[config.mk]
export PLATFORM = sky130hd
export DESIGN_NAME = regbank_driver
export DESIGN_NICKNAME = d
export VERILOG_FILES = /design/src/rtl/regbank_pkg.sv /design/src/rtl/regbank_wr_fifo.sv /design/src/rtl/regbank_driver.sv
export SDC_FILE = /design/constraint.sdc
export NUM_CORES = 1
export LEC_CHECK = 0
export CORE_UTILIZATION = 30
export DETAILED_ROUTE_END_ITERATION = 7
export HOLD_SLACK_MARGIN = 0.03
export MAX_ROUTING_LAYER = met4
export REMOVE_ABC_BUFFERS = 1
export SYNTH_ARGS = -nofsm -noshare
export SYNTH_HDL_FRONTEND = slang
export SYNTH_SLANG_ARGS = --single-unit
[constraint.sdc]
create_clock -name clock -period 5.4 [get_ports clock]
set_input_delay 1.08 -clock clock [delete_from_list [all_inputs] [get_ports clock]]
set_output_delay 1.08 -clock clock [all_outputs]
set_load 0.1 [all_outputs]
[src/rtl/regbank_pkg.sv]
// regbank_pkg
// Shared definitions for the register-bank processor interface: the
// three-phase round encoding (FETCH/READ/WRITE), the bank command codes
// driven on 'enable', and the phase sequencing helper.
package regbank_pkg;

    // Processor phase. The two-bit encoding leaves value 3 unused; any
    // logic that sees it must fall back to FETCH.
    typedef enum logic [1:0] {
        PH_FETCH = 2'd0,
        PH_READ  = 2'd1,
        PH_WRITE = 2'd2
    } phase_e;

    // Bank command presented on 'enable'.
    typedef enum logic [2:0] {
        EN_IDLE = 3'd0,
        EN_RD   = 3'd1,
        EN_WR   = 3'd7
    } bank_cmd_e;

    // Phase that follows 'cur'. The unused encoding recovers to FETCH.
    function automatic phase_e next_phase(input phase_e cur);
        phase_e nxt;
        case (cur)
            PH_FETCH: nxt = PH_READ;
            PH_READ:  nxt = PH_WRITE;
            default:  nxt = PH_FETCH;
        endcase
        return nxt;
    endfunction

endpackage

[src/rtl/regbank_wr_fifo.sv]
// regbank_wr_fifo
// Write-request queue for regbank_driver. Strict first-in first-out,
// power-of-two depth. full/empty are registered, so a pop never changes
// them within the cycle it happens in.
// Ports:
//   clock, reset_n : clock, asynchronous active-low reset
//   push, push_data: enqueue request (ignored while full)
//   pop            : dequeue head (ignored while empty)
//   head_data      : current head entry
//   full, empty    : registered occupancy flags
module regbank_wr_fifo #(
    parameter int WIDTH = 19,
    parameter int DEPTH = 4
) (
    input  logic             clock,
    input  logic             reset_n,
    input  logic             push,
    input  logic [WIDTH-1:0] push_data,
    input  logic             pop,
    output logic [WIDTH-1:0] head_data,
    output logic             full,
    output logic             empty
);
    import regbank_pkg::*;

    localparam int PTR_W = $clog2(DEPTH);
    localparam int CNT_W = PTR_W + 1;
    localparam logic [CNT_W-1:0] CNT_FULL = CNT_W'(DEPTH);

    logic [WIDTH-1:0] mem_q [DEPTH];
    logic [WIDTH-1:0] mem_d [DEPTH];
    logic [PTR_W-1:0] wr_ptr_q, wr_ptr_d;
    logic [PTR_W-1:0] rd_ptr_q, rd_ptr_d;
    logic [CNT_W-1:0] count_q, count_d;
    logic             full_q, full_d;
    logic             empty_q, empty_d;
    logic             push_ok_s;
    logic             pop_ok_s;

    assign push_ok_s = push && !full_q;
    assign pop_ok_s  = pop && !empty_q;
    assign head_data = mem_q[rd_ptr_q];
    assign full      = full_q;
    assign empty     = empty_q;

    // Next storage, pointers and occupancy; pointers wrap naturally modulo DEPTH.
    always_comb begin
        mem_d    = mem_q;
        wr_ptr_d = wr_ptr_q;
        rd_ptr_d = rd_ptr_q;
        count_d  = count_q;
        if (push_ok_s) begin
            mem_d[wr_ptr_q] = push_data;
            wr_ptr_d        = wr_ptr_q + {{(PTR_W-1){1'b0}}, 1'b1};
        end else begin
            wr_ptr_d = wr_ptr_q;
        end
        if (pop_ok_s) begin
            rd_ptr_d = rd_ptr_q + {{(PTR_W-1){1'b0}}, 1'b1};
        end else begin
            rd_ptr_d = rd_ptr_q;
        end
        case ({push_ok_s, pop_ok_s})
            2'b10:   count_d = count_q + {{(CNT_W-1){1'b0}}, 1'b1};
            2'b01:   count_d = count_q - {{(CNT_W-1){1'b0}}, 1'b1};
            default: count_d = count_q;
        endcase
        full_d  = (count_d == CNT_FULL);
        empty_d = (count_d == {CNT_W{1'b0}});
    end

    // Queue state registers.
    always_ff @(posedge clock or negedge reset_n) begin
        if (!reset_n) begin
            for (int i = 0; i < DEPTH; i++) begin
                mem_q[i] <= {WIDTH{1'b0}};
            end
            wr_ptr_q <= {PTR_W{1'b0}};
            rd_ptr_q <= {PTR_W{1'b0}};
            count_q  <= {CNT_W{1'b0}};
            full_q   <= 1'b0;
            empty_q  <= 1'b1;
        end else begin
            mem_q    <= mem_d;
            wr_ptr_q <= wr_ptr_d;
            rd_ptr_q <= rd_ptr_d;
            count_q  <= count_d;
            full_q   <= full_d;
            empty_q  <= empty_d;
        end
    end

endmodule

[src/rtl/regbank_driver.sv]
// regbank_driver
// Drives a register bank through a repeating FETCH -> READ -> WRITE round.
// Reads requested in FETCH are issued in READ and their data captured at the
// end of READ; queued writes retire one per round in WRITE.
// Ports:
//   clock, reset_n              : clock, asynchronous active-low reset
//   wr_valid/wr_ready/wr_sel/wr_data : write request handshake into the queue
//   rd_req/rd_sel               : read request, sampled only in FETCH
//   rd_data1/rd_data2/rd_done   : captured read data and one-cycle done pulse
//   state                       : current phase
//   enable/sel/dataIn           : registered bank command, select, write data
//   source1/source2             : bank read data
module regbank_driver #(
    parameter int DATA_W = 16,
    parameter int SEL_W  = 3,
    parameter int DEPTH  = 4
) (
    input  logic              clock,
    input  logic              reset_n,
    input  logic              wr_valid,
    output logic              wr_ready,
    input  logic [SEL_W-1:0]  wr_sel,
    input  logic [DATA_W-1:0] wr_data,
    input  logic              rd_req,
    input  logic [SEL_W-1:0]  rd_sel,
    output logic [DATA_W-1:0] rd_data1,
    output logic [DATA_W-1:0] rd_data2,
    output logic              rd_done,
    output logic [1:0]        state,
    output logic [2:0]        enable,
    output logic [SEL_W-1:0]  sel,
    output logic [DATA_W-1:0] dataIn,
    input  logic [DATA_W-1:0] source1,
    input  logic [DATA_W-1:0] source2
);
    import regbank_pkg::*;

    localparam int ENTRY_W = DATA_W + SEL_W;

    phase_e            state_q, state_d;
    logic              pend_q, pend_d;
    logic [SEL_W-1:0]  rd_sel_q, rd_sel_d;
    logic [DATA_W-1:0] rd_data1_q, rd_data1_d;
    logic [DATA_W-1:0] rd_data2_q, rd_data2_d;
    logic              rd_done_q, rd_done_d;
    bank_cmd_e         enable_q, enable_d;
    logic [SEL_W-1:0]  sel_q, sel_d;
    logic [DATA_W-1:0] data_in_q, data_in_d;
    logic              wr_active_q, wr_active_d;

    logic               fifo_push_s;
    logic               fifo_pop_s;
    logic               fifo_full_s;
    logic               fifo_empty_s;
    logic [ENTRY_W-1:0] fifo_head_s;
    logic [SEL_W-1:0]   head_sel_s;
    logic [DATA_W-1:0]  head_data_s;

    assign wr_ready    = !fifo_full_s;
    assign fifo_push_s = wr_valid && !fifo_full_s;
    // Only the entry presented during this WRITE phase retires.
    assign fifo_pop_s  = (state_q == PH_WRITE) && wr_active_q;
    assign head_sel_s  = fifo_head_s[ENTRY_W-1 -: SEL_W];
    assign head_data_s = fifo_head_s[DATA_W-1:0];

    regbank_wr_fifo #(
        .WIDTH (ENTRY_W),
        .DEPTH (DEPTH)
    ) u_wr_fifo (
        .clock     (clock),
        .reset_n   (reset_n),
        .push      (fifo_push_s),
        .push_data ({wr_sel, wr_data}),
        .pop       (fifo_pop_s),
        .head_data (fifo_head_s),
        .full      (fifo_full_s),
        .empty     (fifo_empty_s)
    );

    // Phase sequencing, read bookkeeping and the bank command for the next phase.
    always_comb begin
        state_d     = next_phase(state_q);
        pend_d      = pend_q;
        rd_sel_d    = rd_sel_q;
        rd_data1_d  = rd_data1_q;
        rd_data2_d  = rd_data2_q;
        rd_done_d   = 1'b0;
        enable_d    = EN_IDLE;
        sel_d       = sel_q;
        data_in_d   = data_in_q;
        wr_active_d = 1'b0;

        case (state_q)
            PH_FETCH: begin
                if (rd_req) begin
                    pend_d   = 1'b1;
                    rd_sel_d = rd_sel;
                end else begin
                    pend_d = pend_q;
                end
            end
            PH_READ: begin
                // The bank has been addressed for the whole READ phase.
                if (pend_q) begin
                    rd_data1_d = source1;
                    rd_data2_d = source2;
                    rd_done_d  = 1'b1;
                    pend_d     = 1'b0;
                end else begin
                    rd_done_d = 1'b0;
                end
            end
            default: begin
                rd_done_d = 1'b0;
            end
        endcase

        // Decode on the phase being entered so the command is stable for all of it.
        // The write decision uses pre-edge emptiness, so a push landing on this
        // edge waits for the following round.
        case (state_d)
            PH_READ: begin
                if (pend_d) begin
                    enable_d = EN_RD;
                    sel_d    = rd_sel_d;
                end else begin
                    enable_d = EN_IDLE;
                end
            end
            PH_WRITE: begin
                if (!fifo_empty_s) begin
                    enable_d    = EN_WR;
                    sel_d       = head_sel_s;
                    data_in_d   = head_data_s;
                    wr_active_d = 1'b1;
                end else begin
                    enable_d = EN_IDLE;
                end
            end
            default: begin
                enable_d = EN_IDLE;
            end
        endcase
    end

    // Phase, read-capture and bank-command registers.
    always_ff @(posedge clock or negedge reset_n) begin
        if (!reset_n) begin
            state_q     <= PH_FETCH;
            pend_q      <= 1'b0;
            rd_sel_q    <= {SEL_W{1'b0}};
            rd_data1_q  <= {DATA_W{1'b0}};
            rd_data2_q  <= {DATA_W{1'b0}};
            rd_done_q   <= 1'b0;
            enable_q    <= EN_IDLE;
            sel_q       <= {SEL_W{1'b0}};
            data_in_q   <= {DATA_W{1'b0}};
            wr_active_q <= 1'b0;
        end else begin
            state_q     <= state_d;
            pend_q      <= pend_d;
            rd_sel_q    <= rd_sel_d;
            rd_data1_q  <= rd_data1_d;
            rd_data2_q  <= rd_data2_d;
            rd_done_q   <= rd_done_d;
            enable_q    <= enable_d;
            sel_q       <= sel_d;
            data_in_q   <= data_in_d;
            wr_active_q <= wr_active_d;
        end
    end

    assign state    = state_q;
    assign enable   = enable_q;
    assign sel      = sel_q;
    assign dataIn   = data_in_q;
    assign rd_data1 = rd_data1_q;
    assign rd_data2 = rd_data2_q;
    assign rd_done  = rd_done_q;

endmodule
==> flow_metrics.env <==
export IMPL_status="finished, final reports clean"
export IMPL_ys_seq_elements=145
export IMPL_slew_viol_final=0
export IMPL_ctsResizeCount=0
export IMPL_globalRouteTotalUtil_pct=13.8
export IMPL_fp_dieArea_mm2=0.0210
export IMPL_clkPwrFrac_pct=23.8
export IMPL_setup_viol=0
export IMPL_synth_largest_area_cell="dfrtp_1"
export IMPL_grt_pass1_wl_um=21400
export IMPL_vias=3520
export IMPL_dr_pass1_iters=4
export IMPL_ff2ff_setup_slack_ns=2.94
export IMPL_syn_inst=373
export IMPL_final_util_pct=40.9
export IMPL_drive_gt1_share_pct=37.2
export IMPL_ctsHoldBuffers=0
export IMPL_postSynth_asyncResetShare_pct=100
export IMPL_root_buffer="clkbuf_16"
export IMPL_cts_buffers=17
export IMPL_cp_cell_sequence="clkdlybuf4s50_1 > nor2b_1 > inv_1 > ha_1 > fa_1 > xnor2_1 > o21a_1 > or2_2"
export IMPL_path_max_fanout=8
export IMPL_hold_class="flip-flop to flip-flop"
export IMPL_core_area_mm2=0.0198
export IMPL_crit_path_start_kind="input port"
export IMPL_netSwitchingPower_mw=1.86
export IMPL_route_detailed_drc=0
export IMPL_seqPwrFrac_pct=34.7
export IMPL_viasPerCell=4.57
export IMPL_initial_core_util_pct=31.0
export IMPL_max_stage_delay_ns=0.57
export IMPL_place_gp_congestion=0.739
export IMPL_final_setup_tns_ns=0
export IMPL_worst_pin_slew_ns=1.02
export IMPL_synth_ff_type="dfrtp_1"
export IMPL_cts_clk_slew_worst_paths_ns=0.06
export IMPL_cts_sinks=145
export IMPL_die_h_um=145
export IMPL_vdd_drop_max_mv=0.234
export IMPL_timing_fmax_mhz=311
export IMPL_wl_um=13400
export IMPL_ios=116
export IMPL_p_leak_nw=3.40
export IMPL_avgRoutedWirePerCell_um=17.4
export IMPL_io_buffers=115
export IMPL_clk_path_buf_depth=2
export IMPL_cts_tree="yes"
export IMPL_critPathKind="input port to flip-flop"
export IMPL_finClkSkew_ns=0.00685
export IMPL_period_share_pct=59.5
export IMPL_fin_cells=770
export IMPL_clk_latency_ns=0.42
export IMPL_grt_overflow_total=0
export IMPL_die_w_um=145
export IMPL_ant_nets=0
export IMPL_fill_cells=1823
export IMPL_arrival_ns=3.52
export IMPL_final_area_mm2=0.00810
export IMPL_netlist_area_leader_share_pct=58.7
export IMPL_ys_seq_area_share_pct=59.1
export IMPL_r2r_start="u_wr_fifo.full"
export IMPL_yosys_warnings=0
export IMPL_period_minus_slack_ns=3.22
export IMPL_hold_end="u_wr_fifo.mem_q[71]"
export IMPL_power_switching_share_pct=36.6
export IMPL_required_ns=5.70
export IMPL_grt_max_degree=100
export IMPL_hpwl_um=8960
export IMPL_hold_viol_final=0
export IMPL_area_growth_pct=31.9
export IMPL_dr_first_iter_drc_count=112
export IMPL_htree_levels=4
export IMPL_comb_power_share_pct=41.5
export IMPL_hold_path_depth=1
export IMPL_rsz0062_at_grt="no"
export IMPL_antenna_found_initial=0
export IMPL_slew_headroom_pct=31.9
export IMPL_r2r_end="u_wr_fifo.count_q[2]"
export IMPL_row_count=51
export IMPL_synth_top_cells_by_area="dfrtp_1, mux2_2, mux4_2"
export IMPL_slowest_stage="nor2b_1"
export IMPL_p_per_area_mw_per_mm2=628
export IMPL_synthesis_area_mm2=0.00614
export IMPL_reg2regPathDepth=7
export IMPL_post_cts_setup_buffer_count=0
export IMPL_postSynthAreaPerCell_um2=16.5
export IMPL_antenna_diode_count=0
export IMPL_p_int_mw=3.23
export IMPL_maxCapViolCount=0
export IMPL_synth_edf_count=0
export IMPL_yosysUniqueCellTypes=35
export IMPL_nNetsFinal=557
export IMPL_grt_pass1_vias=3863
export IMPL_min_from="u_wr_fifo.mem_q[71]"
export IMPL_worst_setup_path_end_kind="flip-flop"
export IMPL_placedInstanceArea_mm2=0.00749
export IMPL_dp_cells=739
-- synth_stat cells (2+ instances only) --
master / count
a21oi_1: 6
a32oi_1: 3
a41oi_1: 3
buf_2: 5
buf_4: 3
buf_6: 3
clkbuf_8: 4
dfrtp_1: 144
ha_1: 5
inv_1: 6
mux2_2: 125
mux2_4: 9
mux4_1: 7
mux4_2: 9
nand2_1: 6
nand2_2: 5
nand3_1: 3
nor2_1: 4
nor2b_1: 2
nor3_1: 2
nor3b_1: 2
xnor2_1: 4
-- layer usage --
| layer | part of all wire [%] | wire length, µm | track usage, % | vias to the layer above |
|---|---|---|---|---|
| met4 | 1.9 | 259 | 5.11 | 0 |
| met1 | 44 | 5840 | 15.8 | 1859 |
| met5 | 0 | 0 | - | - |
| li1 | - | - | - | 1594 |
| met3 | 2.4 | 320 | 3.11 | 21 |
| met2 | 52 | 7000 | 23.6 | 46 |
-- cells in the final DEF, fill, tap and decap left out --
cell	count
or3_1	1
inv_1	6
o21ai_0	1
inv_6	1
nand3_1	3
dfrtp_1	144
buf_4	3
clkinv_2	5
ha_1	5
clkdlybuf4s50_1	114
bufinv_16	3
buf_6	1
a32oi_1	3
and2_1	1
mux4_1	7
o21ba_2	1
fa_1	1
xor2_1	1
dfstp_2	1
xnor2_1	4
and4bb_2	1
clkinvlp_4	1
mux4_2	9
clkbuf_8	4
mux2_2	125
nor3b_1	2
nor3_1	2
a21oi_1	6
mux2_4	9
nor2b_4	1
o21a_1	1
or2_2	1
nor2_1	4
a41oi_1	3
nand2_2	5
nand2_1	6
nor2b_1	2
clkbuf_16	17
-- through the flow --
| stage | hold slack (ns) | total power [mW] | setup WS, ns |
|---|---|---|---|
| 6_report | 0.497 | 5.09 | 2.18 |
| 5_1_grt | 0.510 | 5.35 | 2.02 |
| 4_1_cts | 0.499 | 5.16 | 2.17 |
| 3_5_place_dp | 0.486 | 3.93 | 1.72 |
| 3_3_place_gp | 0.479 | 3.85 | 1.88 |
| 2_1_floorplan | 0.470 | 3.37 | 2.37 |
-- cell type report --
| cell class | instances | area, µm² | area share [%] |
|---|---|---|---|
| well taps | 265 | 332 | 4.09 |
| repair buffers | 118 | 1170 | 14.5 |
| multi-input cells | 205 | 2330 | 28.7 |
| inverters | 6 | 22.5 | 0.278 |
| flip-flops and latches | 145 | 3630 | 44.8 |
| clock inverters | 10 | 131 | 1.62 |
| clock buffers | 21 | 480 | 5.93 |
-- critical path: cells and delay by family --
| family | cells | cell delay, ns |
|---|---|---|
| fa+ha+maj | 2 | 0.67 |
| simple gates | 2 | 0.86 |
| xor+xnor | 1 | 0.16 |
| compound gates | 1 | 0.20 |
| buf+inv | 2 | 0.55 |
-- power groups by stage --
stage	clock, mW	sequential (mW)	combinational (mW)
6_report	1.21	1.77	2.11
5_1_grt	1.28	1.83	2.24
4_1_cts	1.24	1.77	2.15
3_5_place_dp	0	1.79	2.14
3_3_place_gp	0	1.75	2.10
2_1_floorplan	0	2.40	0.969
-- registers in the layout, indices dropped and copies added (netlist names) --
signal / cells
u_wr_fifo.wr_ptr_q: 2
rd_sel_q: 3
u_wr_fifo.empty: 1
u_wr_fifo.full: 1
state: 2
u_wr_fifo.rd_ptr_q: 2
u_wr_fifo.count_q: 3
rd_done: 1
sel: 3
wr_active_q: 1
pend_q: 1
u_wr_fifo.mem_q: 76
rd_data1: 16
enable: 1
dataIn: 16
rd_data2: 16
-- logic make-up (layout without fill, tap and decap cells) --
| group | Yosys count | in the layout | share of synthesized area (%) |
|---|---|---|---|
| compound gates | 15 | 15 | 1.71 |
| xor+xnor | 5 | 5 | 0.713 |
| fa+ha+maj | 6 | 6 | 1.35 |
| buf+inv | 23 | 155 | 2.98 |
| flops | 145 | 145 | 59.1 |
| mux | 150 | 150 | 31.4 |
| simple gates | 29 | 29 | 2.71 |
-- worst max path at each step --
stage,from,to
2_1_floorplan,wr_active_q,u_wr_fifo.full
4_1_cts,wr_valid,u_wr_fifo.count_q[2]
6_report,wr_valid,u_wr_fifo.count_q[2]
3_3_place_gp,wr_valid,u_wr_fifo.count_q[2]
5_1_grt,wr_valid,u_wr_fifo.count_q[2]
3_5_place_dp,wr_valid,u_wr_fifo.count_q[2]
No activity file was read; power rests on OpenSTA's default activity.
